==> src/rtl/student_logic16_seq.sv <==
// Two-requester bit-serial 16-bit logic unit: one operation at a time is
// evaluated LSB-first through a single 1-bit NAND-only function unit.

module nand_gate (
  input  logic a,
  input  logic b,
  output logic y
);
  assign y = ~(a & b);
endmodule

module mux2_nand (
  input  logic d0,
  input  logic d1,
  input  logic s,
  output logic y
);
  logic ns, t0, t1;
  nand_gate u_inv (.a(s),  .b(s),  .y(ns));
  nand_gate u_t1  (.a(d1), .b(s),  .y(t1));
  nand_gate u_t0  (.a(d0), .b(ns), .y(t0));
  nand_gate u_out (.a(t0), .b(t1), .y(y));
endmodule

// 00 NOT a, 01 AND, 10 OR, 11 XOR -- every gate, selection included, is a NAND.
module bit_alu (
  input  logic       a,
  input  logic       b,
  input  logic [1:0] op,
  output logic       y
);
  logic na, nb, nab, and_y, or_y, x1, x2, xor_y, m0, m1;
  nand_gate u_na  (.a(a),   .b(a),   .y(na));
  nand_gate u_nb  (.a(b),   .b(b),   .y(nb));
  nand_gate u_nab (.a(a),   .b(b),   .y(nab));
  nand_gate u_and (.a(nab), .b(nab), .y(and_y));
  nand_gate u_or  (.a(na),  .b(nb),  .y(or_y));
  nand_gate u_x1  (.a(a),   .b(nab), .y(x1));
  nand_gate u_x2  (.a(b),   .b(nab), .y(x2));
  nand_gate u_xor (.a(x1),  .b(x2),  .y(xor_y));
  mux2_nand u_m0  (.d0(na),   .d1(and_y), .s(op[0]), .y(m0));
  mux2_nand u_m1  (.d0(or_y), .d1(xor_y), .s(op[0]), .y(m1));
  mux2_nand u_m2  (.d0(m0),   .d1(m1),    .s(op[1]), .y(y));
endmodule

module student_logic16_seq #(
  parameter int FAIR = 1
) (
  input  logic        clk,
  input  logic        rst_n,
  input  logic        req0_valid,
  output logic        req0_ready,
  input  logic [1:0]  req0_op,
  input  logic [15:0] req0_a,
  input  logic [15:0] req0_b,
  input  logic        req1_valid,
  output logic        req1_ready,
  input  logic [1:0]  req1_op,
  input  logic [15:0] req1_a,
  input  logic [15:0] req1_b,
  output logic        resp_valid,
  input  logic        resp_ready,
  output logic        resp_id,
  output logic [15:0] resp_data,
  output logic        busy
);
  typedef enum logic [1:0] {IDLE, RUN, RESP} state_t;
  typedef struct packed {
    logic [1:0]  op;
    logic [15:0] a;
    logic [15:0] b;
  } req_t;

  state_t     state, state_nxt;
  req_t       req_q;
  logic [3:0] cnt;
  logic       last_grant, grant, accept, f_bit;

  // Ready is gated by rst_n so both readys read 0 throughout reset.
  always_comb begin
    grant = req1_valid;
    if (req0_valid && req1_valid)
      grant = (FAIR != 0) ? ~last_grant : 1'b0;
    req0_ready = rst_n && (state == IDLE) && req0_valid && !grant;
    req1_ready = rst_n && (state == IDLE) && req1_valid && grant;
    accept     = req0_ready || req1_ready;
  end

  always_comb begin
    state_nxt = state;
    case (state)
      IDLE:    if (accept) state_nxt = RUN;
      RUN:     if (cnt == 4'd15) state_nxt = RESP;
      RESP:    if (resp_ready) state_nxt = IDLE;
      default: state_nxt = IDLE;
    endcase
  end

  always_ff @(posedge clk or negedge rst_n) begin
    if (!rst_n) state <= IDLE;
    else        state <= state_nxt;
  end

  bit_alu u_alu (.a(req_q.a[cnt]), .b(req_q.b[cnt]), .op(req_q.op), .y(f_bit));

  always_ff @(posedge clk or negedge rst_n) begin
    if (!rst_n) begin
      req_q      <= '0;
      cnt        <= 4'd0;
      last_grant <= 1'b1;
      resp_id    <= 1'b0;
      resp_data  <= 16'd0;
    end else begin
      case (state)
        IDLE: if (accept) begin
          req_q      <= grant ? {req1_op, req1_a, req1_b} : {req0_op, req0_a, req0_b};
          resp_id    <= grant;
          last_grant <= grant;
          resp_data  <= 16'd0;
          cnt        <= 4'd0;
        end
        RUN: begin
          resp_data[cnt] <= f_bit;
          if (cnt != 4'd15) cnt <= cnt + 4'd1;
        end
        default: ;
      endcase
    end
  end

  assign resp_valid = (state == RESP);
  assign busy       = (state != IDLE);
endmodule
==> config.mk <==
export PLATFORM = sky130hd
export DESIGN_NAME = student_logic16_seq
export DESIGN_NICKNAME = d
export VERILOG_FILES = /design/src/rtl/student_logic16_seq.sv
export SDC_FILE = /design/constraint.sdc
export NUM_CORES = 1
export LEC_CHECK = 0
export CORE_MARGIN = 1
export CORE_UTILIZATION = 41
export DETAILED_ROUTE_END_ITERATION = 6
export PLACE_DENSITY = 0.73
export SLEW_MARGIN = 20
export SYNTH_ARGS = -nofsm -noshare
export SYNTH_HDL_FRONTEND = slang
export SYNTH_HIERARCHICAL = 1
export SYNTH_SLANG_ARGS = --single-unit
==> constraint.sdc <==
create_clock -name clk -period 2.25 [get_ports clk]
set_input_delay 0.3375 -clock clk [delete_from_list [all_inputs] [get_ports clk]]
set_output_delay 0.3375 -clock clk [all_outputs]
set_load 0.02 [all_outputs]
==> summary.txt <==
Run status
  – Outcome: finished clean

Die
  – Core footprint: 7810 µm²
  – Io pins: 94
  – Die span in y: 92.3 µm
  – Starting Density: 42.8%
  – Rows: 32
  – Full die area: 8520 µm²
  – Chip width: 92.3 µm

Routing
  – Post-route ant nets: 0
  – Via Count: 2451
  – DR DRC count: 0
  – Vias per cell: 5.26
  – DR WL/cell: 15.2 µm
  – Pre-antenna DRT Iters: 4
  – Routed wire length: 7080 µm
  – Initial drt markers: 101

Setup path
  – Critical Path Max Stage Delay: 510 ps
  – Crit path launch: cnt[0]
  – CP cell instances: buf_4 > mux4_2 > a22oi_2 > nand2_2 > nand2_4 > nand2_2 > nand2_1 > nand2_1 > nand2_1 > nand2_2 > buf_12 > a32o_1
  – CP Capture Type: flop
  – Slowest cell on crit path: mux4_2
  – Launching point of the worst reg2reg path: cnt[0]
  – CP startpoint kind: flop
  – WS Path Type: flop to flop
  – CP arrival: 2460 ps
  – Worst EP required: 2470 ps
  – Crit Path Max Fanout: 14

Synth
  – Synthesized area: 3340 µm²
  – Synth Instances: 258
  – Seq/Total Area, Yosys: 43.4%
  – Mapped Nets: 335
  – Yosys reg bits: 58
  – Yosys warnings: 6
  – Cell variety after synth: 35
  – Average size of a mapped cell: 13.0 µm²

GRT
  – Initial antenna violation count: 0
  – Global-route wire length before repair: 12200 µm
  – Overall routing resource usage: 18.3%
  – Gr ovfl total: 0
  – Largest net degree at the start of global routing: 59
  – Vias in the first global route: 2591

Final layout
  – Commonest non-fill, non-tap cell in the layout: clkdlybuf4s50_1
  – Final core utilization: 60.0%
  – Layout area overhead: 40.1%
  – Nets: 436
  – Antenna Cells: 0
  – Most frequent cells in the layout: 90 x clkdlybuf4s50_1, 57 x dfrtp_1, 39 x mux2_2
  – Layout cells sized above 1: 35.4%
  – Final instance area: 4690 µm²

CTS
  – Hold-fix buffers, CTS: 0
  – CTS tree: done
  – # clock sinks: 58
  – Root buffer cell: clkbuf_8
  – Worst skew pair latency: 340 ps
  – H-tree levels: 3
  – CTS clk-pin slew, worst paths: 70 ps
  – CTS Buffer Depth: 2
  – Num CTS Buffers: 9

Run
  – Max cap viols: 0

STA
  – Slew HR: 52.6%
  – Least-Margin Pin Slew: 711 ps
  – Final Cycle Share: 99.9%
  – Final setup TNS: 0 ps
  – Hold Vio Cnt, Final: 0
  – Highest Clock Rate: 445 MHz
  – Clk_skew: 7.04 ps
  – Setup Viol. Count Final: 0
  – Post-layout min period: 2250 ps
  – RSZ-0062 raised after global routing: yes
  – Max Transition Viols Final: 0

Worst hold path
  – Hold Path Class: input port to async pin

Power
  – Pwr Density: 1280 nW/µm²
  – Leak: 2.02 nW
  – Max VDD drop: 627 µV

Place
  – Port bufs: 93
  – Routability Congestion: 0.747
  – Cell area after placement: 4460 µm²
  – Hpwl dp: 5340 µm
[metrics by stage]
step	setup WS (ps)	cells	power [W]	hold slack, ps
6_report	3.32	466	0.00599	190
3_3_place_gp	28.8	450	0.00489	473
5_1_grt	-130	466	0.00640	261
4_1_cts	0.199	466	0.00594	213
2_1_floorplan	9.49	258	0.00400	41.9
3_5_place_dp	-25.1	450	0.00498	480
[layout make-up]
class	count	area [µm²]
Sequential cell	58	1450
Timing Repair Buffer	112	1120
Tap cell	102	128
Inverter	4	15.0
Clock inverter	7	60.1
Clock buffer	9	124
Multi-Input combinational cell	174	1780
Fill cell	632	3120
[Yosys cell counts, drive strengths merged]
cell type / number / share of area [%]
mux4: 8 / 5.4
o2bb2ai: 2 / 0.52
clkbuf: 10 / 1.1
or4: 1 / 0.22
a31o: 2 / 0.52
o211a: 1 / 0.30
or2: 2 / 0.37
or3: 1 / 0.19
a22oi: 18 / 4.0
a21oi: 2 / 0.30
mux2: 68 / 26
o21ai: 2 / 0.30
dfstp: 1 / 0.79
and3: 3 / 0.56
and3b: 4 / 1.0
dfrtp: 57 / 43
buf: 12 / 3.5
o41ai: 1 / 0.26
ha: 4 / 1.5
a21o: 1 / 0.22
inv: 4 / 0.45
a32o: 14 / 4.2
a21boi: 1 / 0.22
nor2: 3 / 0.34
nand2: 27 / 3.0
nor2b: 2 / 0.37
nor3b: 1 / 0.22
and2: 3 / 0.64
a31oi: 1 / 0.19
nand2b: 2 / 0.37
[report_power, final]
part	internal [W]	switching, W
Combinational	0.00182	0.00139
Clock	0.000498	0.000402
Sequential	0.00154	0.000346
Total	0.00386	0.00214
[logic make-up after synthesis]
family	count (synthesis)	share of synthesized area, %
buffers and inverters	26	5.09
adder cells (fa/ha/maj)	4	1.50
AND/OR/NAND/NOR	49	7.37
flip-flops	58	43.4
multiplexers	76	31.5
AO/OA/AOI/OAI	45	11.1
[critical path: cells and delay by family, from the launching register on]
family                 cells  cell delay (ps)
flip-flops                 1              390
AND/OR/NAND/NOR            7              550
AO/OA/AOI/OAI              2              410
buffers and inverters      2              290
multiplexers               1              510
[flip-flops by register name, indices dropped and copies added (netlist names)]
register    count
req_q          34
resp_data      16
cnt             4
state           2
last_grant      1
resp_id         1
[layer usage]
layer	share of wire [%]	wire, µm	track usage (%)
met5	0	0	0
met4	1.6	116	7.16
met3	4.1	292	3.69
met2	49	3450	29.7
met1	45	3220	24.0
[what timing repair did]
| action | CTS | global route |
|---|---|---|
| endpoints found under the setup margin | 18 | 17 |
| cloned | 0 | 0 |
| resized for setup | 6 | 7 |
| pin swaps | 2 | 3 |
| setup buffers | 0 | 0 |
[final timing paths]
path | to | slack (ps) | cells past startpoint
max in group asynchronous | req_q[21] | 1590 | 2
min reg2reg | resp_data[10] | 490 | 1
min | req_q[24] | 190 | 2
min in group clk | resp_data[10] | 490 | 1
max | resp_data[12] | 3 | 12
max reg2reg | resp_data[12] | 3 | 12
No activity file was read; power rests on OpenSTA's default activity.
